===== src/rtl/div11_rr_scheduler_pkg.sv =====
`default_nettype none
// ============================================================================
// Module      : div11_rr_scheduler_pkg
// Description : Shared constants and helpers for the divisible-by-11
//               round-robin scheduler slice.
//               W        - data word width, fixed by the checker input width
//               DIV_MOD  - divisor, used by reference models only
//               id_w()   - requester-id width, clog2(n) with a floor of 1
// Revision    : 1.0 - initial release
// ============================================================================
package div11_rr_scheduler_pkg;

  localparam int W       = 16;
  localparam int DIV_MOD = 11;

  function automatic int id_w(input int n);
    return (n <= 2) ? 1 : $clog2(n);
  endfunction

endpackage
`default_nettype wire


===== src/rtl/div11_rr_scheduler_if.sv =====
`default_nettype none
// ============================================================================
// Module      : div11_rr_scheduler_if
// Description : Requester and result bundle of the scheduler.
//               req_valid/req_data/req_ready - NREQ requester handshakes
//               res_*                        - single result slot + handshake
//               hit_count, busy              - status
//               slave modport  : the scheduler
//               master modport : requesters and result consumer
// Revision    : 1.0 - initial release
// ============================================================================
interface div11_rr_scheduler_if #(
  parameter int NREQ  = 4,
  parameter int CNT_W = 16
);
  import div11_rr_scheduler_pkg::*;

  logic [NREQ-1:0]         req_valid;
  logic [NREQ*W-1:0]       req_data;
  logic [NREQ-1:0]         req_ready;
  logic                    res_valid;
  logic                    res_ready;
  logic [W-1:0]            res_data;
  logic [id_w(NREQ)-1:0]   res_id;
  logic                    res_divisible;
  logic [CNT_W-1:0]        hit_count;
  logic                    busy;

  modport slave (
    input  req_valid, req_data, res_ready,
    output req_ready, res_valid, res_data, res_id, res_divisible, hit_count, busy
  );

  modport master (
    output req_valid, req_data, res_ready,
    input  req_ready, res_valid, res_data, res_id, res_divisible, hit_count, busy
  );

endinterface
`default_nettype wire


===== src/rtl/div11_rr_scheduler_div11.sv =====
`default_nettype none
// ============================================================================
// Module      : div11_rr_scheduler_div11
// Description : Combinational divisible-by-11 checker.
//               inp       - 16-bit unsigned word
//               divisible - 1 when inp mod 11 == 0 (0 counts as divisible)
// Revision    : 1.0 - initial release
// ============================================================================
module div11_rr_scheduler_div11
  import div11_rr_scheduler_pkg::*;
(
  input  wire logic [W-1:0] inp,
  output logic              divisible
);

  // Constant-divisor remainder; synthesis reduces this to a fixed network.
  assign divisible = ((inp % W'(11)) == '0);

endmodule
`default_nettype wire


===== src/rtl/div11_rr_scheduler_rr_arbiter.sv =====
`default_nettype none
// ============================================================================
// Module      : div11_rr_scheduler_rr_arbiter
// Description : Round-robin arbiter with a registered last-grant pointer.
//               clk, rst  - clock, synchronous active-high reset
//               req       - request vector
//               enable    - grant allowed this cycle
//               grant     - one-hot grant (all zero when none)
//               grant_idx - index of the granted requester
// Revision    : 1.0 - initial release
// ============================================================================
module div11_rr_scheduler_rr_arbiter
  import div11_rr_scheduler_pkg::*;
#(
  parameter int NREQ = 4
) (
  input  wire logic                   clk,
  input  wire logic                   rst,
  input  wire logic [NREQ-1:0]        req,
  input  wire logic                   enable,
  output logic      [NREQ-1:0]        grant,
  output logic      [id_w(NREQ)-1:0]  grant_idx
);

  localparam int IW = id_w(NREQ);

  logic [IW-1:0] r_ptr;
  logic          w_any;
  int            w_idx;

  // Scan starts just after the last winner, so the winner drops to lowest
  // priority next time. Grants are suppressed during the reset cycle.
  always_comb begin
    grant     = '0;
    grant_idx = '0;
    w_any     = 1'b0;
    w_idx     = 0;
    if (enable && !rst) begin
      for (int off = 1; off <= NREQ; off++) begin
        w_idx = (int'(r_ptr) + off) % NREQ;
        if (!w_any && req[w_idx]) begin
          w_any        = 1'b1;
          grant[w_idx] = 1'b1;
          grant_idx    = IW'(w_idx);
        end
      end
    end
  end

  always_ff @(posedge clk) begin
    if (rst) begin
      r_ptr <= IW'(NREQ - 1);
    end else if (w_any) begin
      r_ptr <= grant_idx;
    end
  end

endmodule
`default_nettype wire


===== src/rtl/div11_rr_scheduler.sv =====
`default_nettype none
// ============================================================================
// Module      : div11_rr_scheduler
// Description : Shares one divisible-by-11 checker among NREQ requesters via
//               a round-robin arbiter; results land in a one-entry slot
//               tagged with requester id and word, and a saturating counter
//               tracks delivered divisible results.
//               clk, rst - clock, synchronous active-high reset
//               bus      - slave side of div11_rr_scheduler_if
// Revision    : 1.0 - initial release
// ============================================================================
module div11_rr_scheduler
  import div11_rr_scheduler_pkg::*;
#(
  parameter int NREQ  = 4,
  parameter int CNT_W = 16
) (
  input  wire logic           clk,
  input  wire logic           rst,
  div11_rr_scheduler_if.slave bus
);

  localparam int IW = id_w(NREQ);

  logic [NREQ-1:0]  w_grant;
  logic [IW-1:0]    w_gidx;
  logic             w_slot_free;
  logic             w_accept;
  logic             w_deliver;
  logic             w_divisible;
  logic [W-1:0]     w_word;

  logic             r_res_valid;
  logic [W-1:0]     r_res_data;
  logic [IW-1:0]    r_res_id;
  logic             r_res_div;
  logic [CNT_W-1:0] r_hit;

  // The slot can take a new word when empty or when it drains this cycle,
  // which gives back-to-back results with no bubble.
  assign w_slot_free = ~r_res_valid | bus.res_ready;
  assign w_accept    = |w_grant;
  assign w_deliver   = r_res_valid & bus.res_ready;
  assign w_word      = bus.req_data[int'(w_gidx)*W +: W];

  div11_rr_scheduler_rr_arbiter #(
    .NREQ (NREQ)
  ) u_arb (
    .clk       (clk),
    .rst       (rst),
    .req       (bus.req_valid),
    .enable    (w_slot_free),
    .grant     (w_grant),
    .grant_idx (w_gidx)
  );

  div11_rr_scheduler_div11 u_div11 (
    .inp       (w_word),
    .divisible (w_divisible)
  );

  always_ff @(posedge clk) begin
    if (rst) begin
      r_res_valid <= 1'b0;
      r_res_data  <= '0;
      r_res_id    <= '0;
      r_res_div   <= 1'b0;
    end else if (w_accept) begin
      r_res_valid <= 1'b1;
      r_res_data  <= w_word;
      r_res_id    <= w_gidx;
      r_res_div   <= w_divisible;
    end else if (w_deliver) begin
      r_res_valid <= 1'b0;
    end
  end

  always_ff @(posedge clk) begin
    if (rst) begin
      r_hit <= '0;
    end else if (w_deliver && r_res_div && (r_hit != '1)) begin
      r_hit <= r_hit + CNT_W'(1);
    end
  end

  assign bus.req_ready     = w_grant;
  assign bus.res_valid     = r_res_valid;
  assign bus.res_data      = r_res_data;
  assign bus.res_id        = r_res_id;
  assign bus.res_divisible = r_res_div;
  assign bus.hit_count     = r_hit;
  assign bus.busy          = r_res_valid & ~bus.res_ready;

endmodule
`default_nettype wire

===== src/flat_wrapper.sv =====
// flat-port wrapper written by rule: the top's interface ports become plain ports
module div11_rr_scheduler_flat import div11_rr_scheduler_pkg::*;
#(
  parameter int NREQ  = 4,
  parameter int CNT_W = 16
)
  (clk, rst, bus_req_valid, bus_req_data, bus_res_ready, bus_req_ready, bus_res_valid, bus_res_data, bus_res_id, bus_res_divisible, bus_hit_count, bus_busy);
  div11_rr_scheduler_if #(.NREQ(NREQ), .CNT_W(CNT_W)) bus_i ();
  input  wire logic clk;
  input  wire logic rst;
  input wire logic [$bits(bus_i.req_valid)-1:0] bus_req_valid;
  input wire logic [$bits(bus_i.req_data)-1:0] bus_req_data;
  input wire logic [$bits(bus_i.res_ready)-1:0] bus_res_ready;
  output wire logic [$bits(bus_i.req_ready)-1:0] bus_req_ready;
  output wire logic [$bits(bus_i.res_valid)-1:0] bus_res_valid;
  output wire logic [$bits(bus_i.res_data)-1:0] bus_res_data;
  output wire logic [$bits(bus_i.res_id)-1:0] bus_res_id;
  output wire logic [$bits(bus_i.res_divisible)-1:0] bus_res_divisible;
  output wire logic [$bits(bus_i.hit_count)-1:0] bus_hit_count;
  output wire logic [$bits(bus_i.busy)-1:0] bus_busy;
  assign bus_i.req_valid = bus_req_valid;
  assign bus_i.req_data = bus_req_data;
  assign bus_i.res_ready = bus_res_ready;
  assign bus_req_ready = bus_i.req_ready;
  assign bus_res_valid = bus_i.res_valid;
  assign bus_res_data = bus_i.res_data;
  assign bus_res_id = bus_i.res_id;
  assign bus_res_divisible = bus_i.res_divisible;
  assign bus_hit_count = bus_i.hit_count;
  assign bus_busy = bus_i.busy;
  div11_rr_scheduler #(.NREQ(NREQ), .CNT_W(CNT_W)) u_core (.clk(clk), .rst(rst), .bus(bus_i));
endmodule

===== config.mk =====
export PLATFORM = sky130hd
export DESIGN_NAME = div11_rr_scheduler_flat
export DESIGN_NICKNAME = d
export VERILOG_FILES = /design/src/rtl/div11_rr_scheduler_pkg.sv /design/src/rtl/div11_rr_scheduler_if.sv /design/src/rtl/div11_rr_scheduler_div11.sv /design/src/rtl/div11_rr_scheduler_rr_arbiter.sv /design/src/rtl/div11_rr_scheduler.sv /design/src/flat_wrapper.sv
export SDC_FILE = /design/constraint.sdc
export NUM_CORES = 1
export LEC_CHECK = 0
export CORE_UTILIZATION = 48
export DETAILED_ROUTE_END_ITERATION = 6
export PLACE_DENSITY = 0.89
export RECOVER_POWER = 100
export SLEW_MARGIN = 15
export SYNTH_ARGS = -nofsm -noshare
export SYNTH_HDL_FRONTEND = slang
export SYNTH_SLANG_ARGS = --single-unit

===== constraint.sdc =====
create_clock -name clk -period 8.4 [get_ports clk]
set_input_delay 1.26 -clock clk [delete_from_list [all_inputs] [get_ports clk]]
set_output_delay 1.26 -clock clk [all_outputs]
set_load 0.1 [all_outputs]

# Yosys cells after proc, flatten, opt, wreduce, memory -nomap -nowiden
# Cells that the tools add are included.
# totals
reg_bits	38
output_inout_bits	41
inputBits	71
# classes
n_addsub	5
shifts	1
mux	43
magnitude_cmp	8
n_bitwise	12
div	1
n_eq_ne	1
n_reduce_logical	21
# op_table
operator	count
indexed part select 64 x 7 -> 16 bit	1
two-way mux 4 bit	8
two-way mux 1 bit	22
adder 16 x 1 -> 16 bit (second input constant)	1
zero test 16 bit	1
< comparator 3 x 4 -> 1 bit (second input constant)	4
remainder unit 16 x 4 -> 16 bit (second input constant)	1
inequality test 16 bit (second input constant)	1
greater-or-equal comparator 3 x 1 -> 1 bit (second input constant)	4
bitwise OR 4 bit	3
logical AND 1 bit	10
two-way mux 2 bit	5
binary-select mux 1 bit (select 2 bit)	4
demux 1 bit (select 2 bit)	4
OR reduction 2 bit	4
adder 2 x 1 -> 2 bit (second input constant)	2
adder 2 bit (second input constant)	2
AND 1 bit (first input constant)	4
zero test 1 bit	4
OR reduction 4 bit	1
AND 1 bit	2
inverter 1 bit	2
nonzero test 2 bit	1
bitwise OR 1 bit	1

# Longest topological paths before layout
# logic_depth
depth_word	23
depth_mapped	42

# By module
# Synthesis repeated with hierarchy kept, for this count alone.
# hier_totals
hier_cells	835
area_unflattened_um2	6381.1
# by_module_without_submodules
mod	area_each_um2	seq_area_each_um2	cells_each	instances
div11_rr_scheduler_div11	3828.7	0.0	556	1
div11_rr_scheduler	1948.1	720.7	209	1
div11_rr_scheduler_rr_arbiter	604.3	40.0	70	1

# Worst setup path before layout
# No wires, ideal clock.
# synth_path
path_type	input to register
from	input port bus_res_ready
to	register u_core.r_res_div, in the netlist u_core.bus.res_divisible
path_stages	32
path_buffers	2
arrival_time_ps	9852
slack_ps	-1544
cell_sequence	nor2b_1 -> nor2_1 -> o211ai_1 -> nand2_2 -> mux4_2 -> nor2_1 -> o2bb2ai_1 -> o22ai_2 -> or4_4 -> o211ai_2 -> buf_6 -> mux2i_1 -> o211ai_1 -> a22oi_2 -> o311ai_1 -> a211oi_2 -> buf_6 -> a32oi_1 -> nor3_2 -> nor3_1 -> o31ai_1 -> and3_1 -> ha_1 -> inv_1 -> o211a_1 -> a211oi_1 -> nor2_1 -> ha_1 -> nor3_1 -> or3b_1 -> o211a_1 -> o32ai_1
# synth_via
elab_chain_cells	6
# synth_rtl
item	line	rtl
start, declared	flat_wrapper.sv:13	input wire logic [$bits(bus_i.res_ready)-1:0] bus_res_ready;
bitwise OR 1 bit (*)	div11_rr_scheduler.sv:41	assign w_slot_free = ~r_res_valid | bus.res_ready;
logical AND 1 bit (*)	div11_rr_scheduler_rr_arbiter.sv:38	if (enable && !rst) begin
two-way mux 2 bit	div11_rr_scheduler_rr_arbiter.sv:38	
indexed part select 64 x 7 -> 16 bit	div11_rr_scheduler.sv:44	assign w_word = bus.req_data[int'(w_gidx)*W +: W];
remainder unit 16 x 4 -> 16 bit	div11_rr_scheduler_div11.sv:17	assign divisible = ((inp % W'(11)) == '0);
zero test 16 bit	div11_rr_scheduler_div11.sv:17	
end signal, assigned	div11_rr_scheduler.sv:72	r_res_div <= w_divisible;
end, declared	div11_rr_scheduler.sv:36	logic r_res_div;
# Mark *: on every way between the ends. The rest lies on a longest branch, timed or not.
# A chain may end at the register's enable or synchronous reset.

# Worst setup path in the final report
# layout_path
from	input port bus_req_valid[0]
to	register u_core.r_res_div, in the netlist u_core.bus.res_divisible
# layout_via
elab_chain_cells	20
# layout_rtl
item	line	rtl
start, declared	flat_wrapper.sv:11	input wire logic [$bits(bus_i.req_valid)-1:0] bus_req_valid;
binary-select mux 1 bit (select 2 bit)	div11_rr_scheduler_rr_arbiter.sv:41	if (!w_any && req[w_idx]) begin
two-way mux 1 bit (not written as such) (2 in series)	div11_rr_scheduler_rr_arbiter.sv:41	
two-way mux 1 bit	div11_rr_scheduler_rr_arbiter.sv:41	
two-way mux 1 bit	div11_rr_scheduler_rr_arbiter.sv:38	
zero test 1 bit	div11_rr_scheduler_rr_arbiter.sv:41	
logical AND 1 bit	div11_rr_scheduler_rr_arbiter.sv:41	
two-way mux 1 bit	div11_rr_scheduler_rr_arbiter.sv:41	
two-way mux 1 bit	div11_rr_scheduler_rr_arbiter.sv:38	
(+3 left out)	n/a	
two-way mux 1 bit	div11_rr_scheduler_rr_arbiter.sv:38	
zero test 1 bit	div11_rr_scheduler_rr_arbiter.sv:41	
logical AND 1 bit	div11_rr_scheduler_rr_arbiter.sv:41	
two-way mux 2 bit	div11_rr_scheduler_rr_arbiter.sv:41	
two-way mux 2 bit	div11_rr_scheduler_rr_arbiter.sv:38	
indexed part select 64 x 7 -> 16 bit	div11_rr_scheduler.sv:44	
remainder unit 16 x 4 -> 16 bit	div11_rr_scheduler_div11.sv:17	
zero test 16 bit	div11_rr_scheduler_div11.sv:17	
# Parallel ways exist; a longest one is shown, timed or not. The select of a mux whose other input is x is not followed.

==> run metrics <==
Worst Hold Class=reg -> reg; syn_nets=around 810; first-pass GRT wire length=37400 um; core area=0.0109 mm^2; clock skew=about 0.0096 ns; Initial DRT Pass Iterations=7; Post-DP HPWL=14800 um; total number of vias=8333; Seq. cell area=761 um^2; H-Tree Level Count=2; RR Startpoint=u_core.u_arb.r_ptr[1]; violated checks=DRC, setup timing; RSZ-0062 raised after global routing=true; drt total wl=28300 um; Horiz. Die Dim=108 um; fill count=about 530; min Tclk post-route=9.59 ns; worst slew pin tran=1.05 ns; Cell Area, Placed=about 0.008 mm^2; Max Fanout on Critical Path=12; YS warnings=0; nets=1093; crit path max-delay cell type=mux4_2; async set or reset register ratio after synthesis=0; Num Clock Sinks=38; initial antenna violation count=1; crit share post-route=1.14; num ports=between 100 and 150; number of synthesized flops with an enable pin=0; Max Cap Viol=0; CTS root buffer=clkbuf_8; clock-pin slew on the worst setup and hold paths=0.09 ns; FF-to-FF path depth=40; crit end category=register; design area=0.00901 mm^2; achievable frequency=roughly 100 MHz; Initial Util=0.496; Setup CP Type=in -> reg; R2R Path End=u_core.bus.res_divisible; status=finished, violations left; cell area after synthesis=about 0.0054 mm^2; Worst Hold Path Cells=2; layout cell share with drive strength beyond 1=0.377; Placement Rows=38; Arr. time, crit path=9.79 ns; final setup fails=1; Most common cell on crit path=buf_4; Hold Vio Cnt, Final=0; syn_area_per_cell=around 7.5 um^2; Detail Route Antenna Nets=0; die area=0.0117 mm^2; GP Congestion=0.970; CP Data Required Time=8.60 ns; most frequent cells in the layout=buf_4 (204), clkdlybuf4s50_1 (106), nand2_1 (98); area leader, netlist=dfxtp_1; clock buffer count from CTS=5; Reg2Reg Setup Slack=-0.94 ns; Yosys top cell area share=0.141; Clock Tree Buf Depth=2; most common cell after layout, fill and taps aside=buf_4; Layout area overhead=67.0%; #FFs+latches synth=38; multi-input logic area=between 0.004 and 0.005 mm^2; Iteration-0 DRC Markers=1471; Distinct cells, synth=a little over 90; Worst Hold Launch=u_core.bus.res_data[3]; ant diodes=0; vias in the first global route=7751; peak per-stage delay on the critical path=around 0.5 ns; largest net degree at the start of global routing=39; final setup margin=-1.19 ns; startpoint types=input port; WL/cell=24.5 um; vias per inst=between 7 and 8; Seq/Total Area, Yosys=0.141; worst skew pair latency=0.31 ns; top post-synthesis cells by area=dfxtp_1 (14%), nand2_1 (7.2%), mux4_2 (6.7%); GR Util All Layers=0.403; CTS tree=done; gr ovfl total=0; max_slew headroom=0.298; Synth Flop Type=dfxtp_1; PortBufs=between 100 and 150; Hold Path Sink=u_core.bus.res_data[3]; Mapped Cells=724; die height=108 um; fin. max-slew vios=0; drt drc=1; Hold-fix buffers, CTS=0
## synthesized netlist by cell type (all sizes together), types with 4 or more instances
library cell,instances
a21o,6
o2111ai,4
and3,5
ha,11
a22oi,15
a211o,6
nor3,13
a21oi,54
nor4,4
buf,22
o221ai,4
nor2b,4
or3,6
o211ai,11
dfxtp,38
mux4,16
o31ai,6
mux2i,29
nand4,16
a311oi,5
xnor2,8
a31oi,20
o22ai,8
nand3,27
nand2,105
inv,36
o21a,5
a211oi,27
and2,15
clkbuf,27
o21ai,45
and4,4
a41oi,4
o32ai,4
xor2,12
a221oi,7
nor2,45
## registers in the layout, indices dropped and copies added, names as in the netlist
name	count
u_core.bus.res_divisible	1
u_core.bus.res_valid	1
u_core.bus.res_data	16
u_core.u_arb.r_ptr	2
u_core.bus.hit_count	16
u_core.bus.res_id	2
## layer usage
| metal | share of wire | global-route usage | up-vias |
|---|---|---|---|
| li1 | - | - | 3358 |
| met1 | 0.33 | 0.450 | 3706 |
| met2 | 0.43 | 0.677 | 905 |
| met3 | 0.14 | 0.105 | 362 |
| met4 | 0.092 | 0.263 | 2 |
| met5 | 0.00046 | 0 | - |
## worst max-delay path: cells and delay by family
kind	cells	cell delay (ns)
AO/OA/AOI/OAI	19	4.04
AND/OR/NAND/NOR	6	1.45
buffers and inverters	9	1.42
multiplexers	3	1.19
adder cells (fa/ha/maj)	2	0.40
## how the worst max path moves through the flow
stage | slack [ns] | cells past startpoint | from | to
after CTS | -0.35 | 34 | bus_req_valid[1] | u_core.bus.res_divisible
after global placement | -0.98 | 34 | bus_req_valid[3] | u_core.bus.res_divisible
after floorplan | -0.29 | 33 | bus_req_valid[2] | u_core.bus.res_divisible
after detailed placement | -1.36 | 35 | bus_req_valid[1] | u_core.bus.res_divisible
final | -1.19 | 39 | bus_req_valid[0] | u_core.bus.res_divisible
after global routing | -1.35 | 41 | bus_req_valid[1] | u_core.bus.res_divisible
## per-stage QoR
| stage | hold WS, ns | TNS, ns | util | std cells | worst slack [ns] |
|---|---|---|---|---|---|
| 5_1_grt | 0.476 | -1.35 | 0.827 | 1152 | -1.35 |
| 2_1_floorplan | 0.687 | -0.287 | - | 724 | -0.287 |
| 4_1_cts | 0.453 | -0.354 | 0.788 | 1129 | -0.354 |
| 3_5_place_dp | 0.442 | -1.36 | 0.714 | 1088 | -1.36 |
| 6_report | 0.456 | -1.19 | 0.827 | 1152 | -1.19 |
| 3_3_place_gp | 0.438 | -0.980 | 0.714 | 1088 | -0.980 |
## cell type report
class | instances | area share
Multi-Input combinational cell | 600 | 0.551
Timing Repair Buffer | 329 | 0.318
Sequential cell | 38 | 0.0845
Tap cell | 140 | 0.0194
Inverter | 37 | 0.0157
Clock buffer | 6 | 0.00917
Clock inverter | 2 | 0.00181
## timing repair
action | CTS | global route
gates resized for setup | 114 | 41
setup buffers | 33 | 23
setup endpoints to repair | 1 | 1
pin swaps | 61 | 42
## cells by family (layout without fill, tap and decap cells)
logic type                 Yosys count  in the layout  synth area share
buffers and inverters               86            374            0.0737
adders and majority gates           11             11            0.0255
muxes                               48             48             0.127
xor gates and xnor gates            20             20            0.0325
and+or+nand+nor                    257            257             0.237
DFF                                 38             38             0.141
AOI/OAI and AO/OA                  264            264             0.363
Power is not shown: default switching activity piles up to over one toggle a cycle in this logic, so the estimate is an artifact.
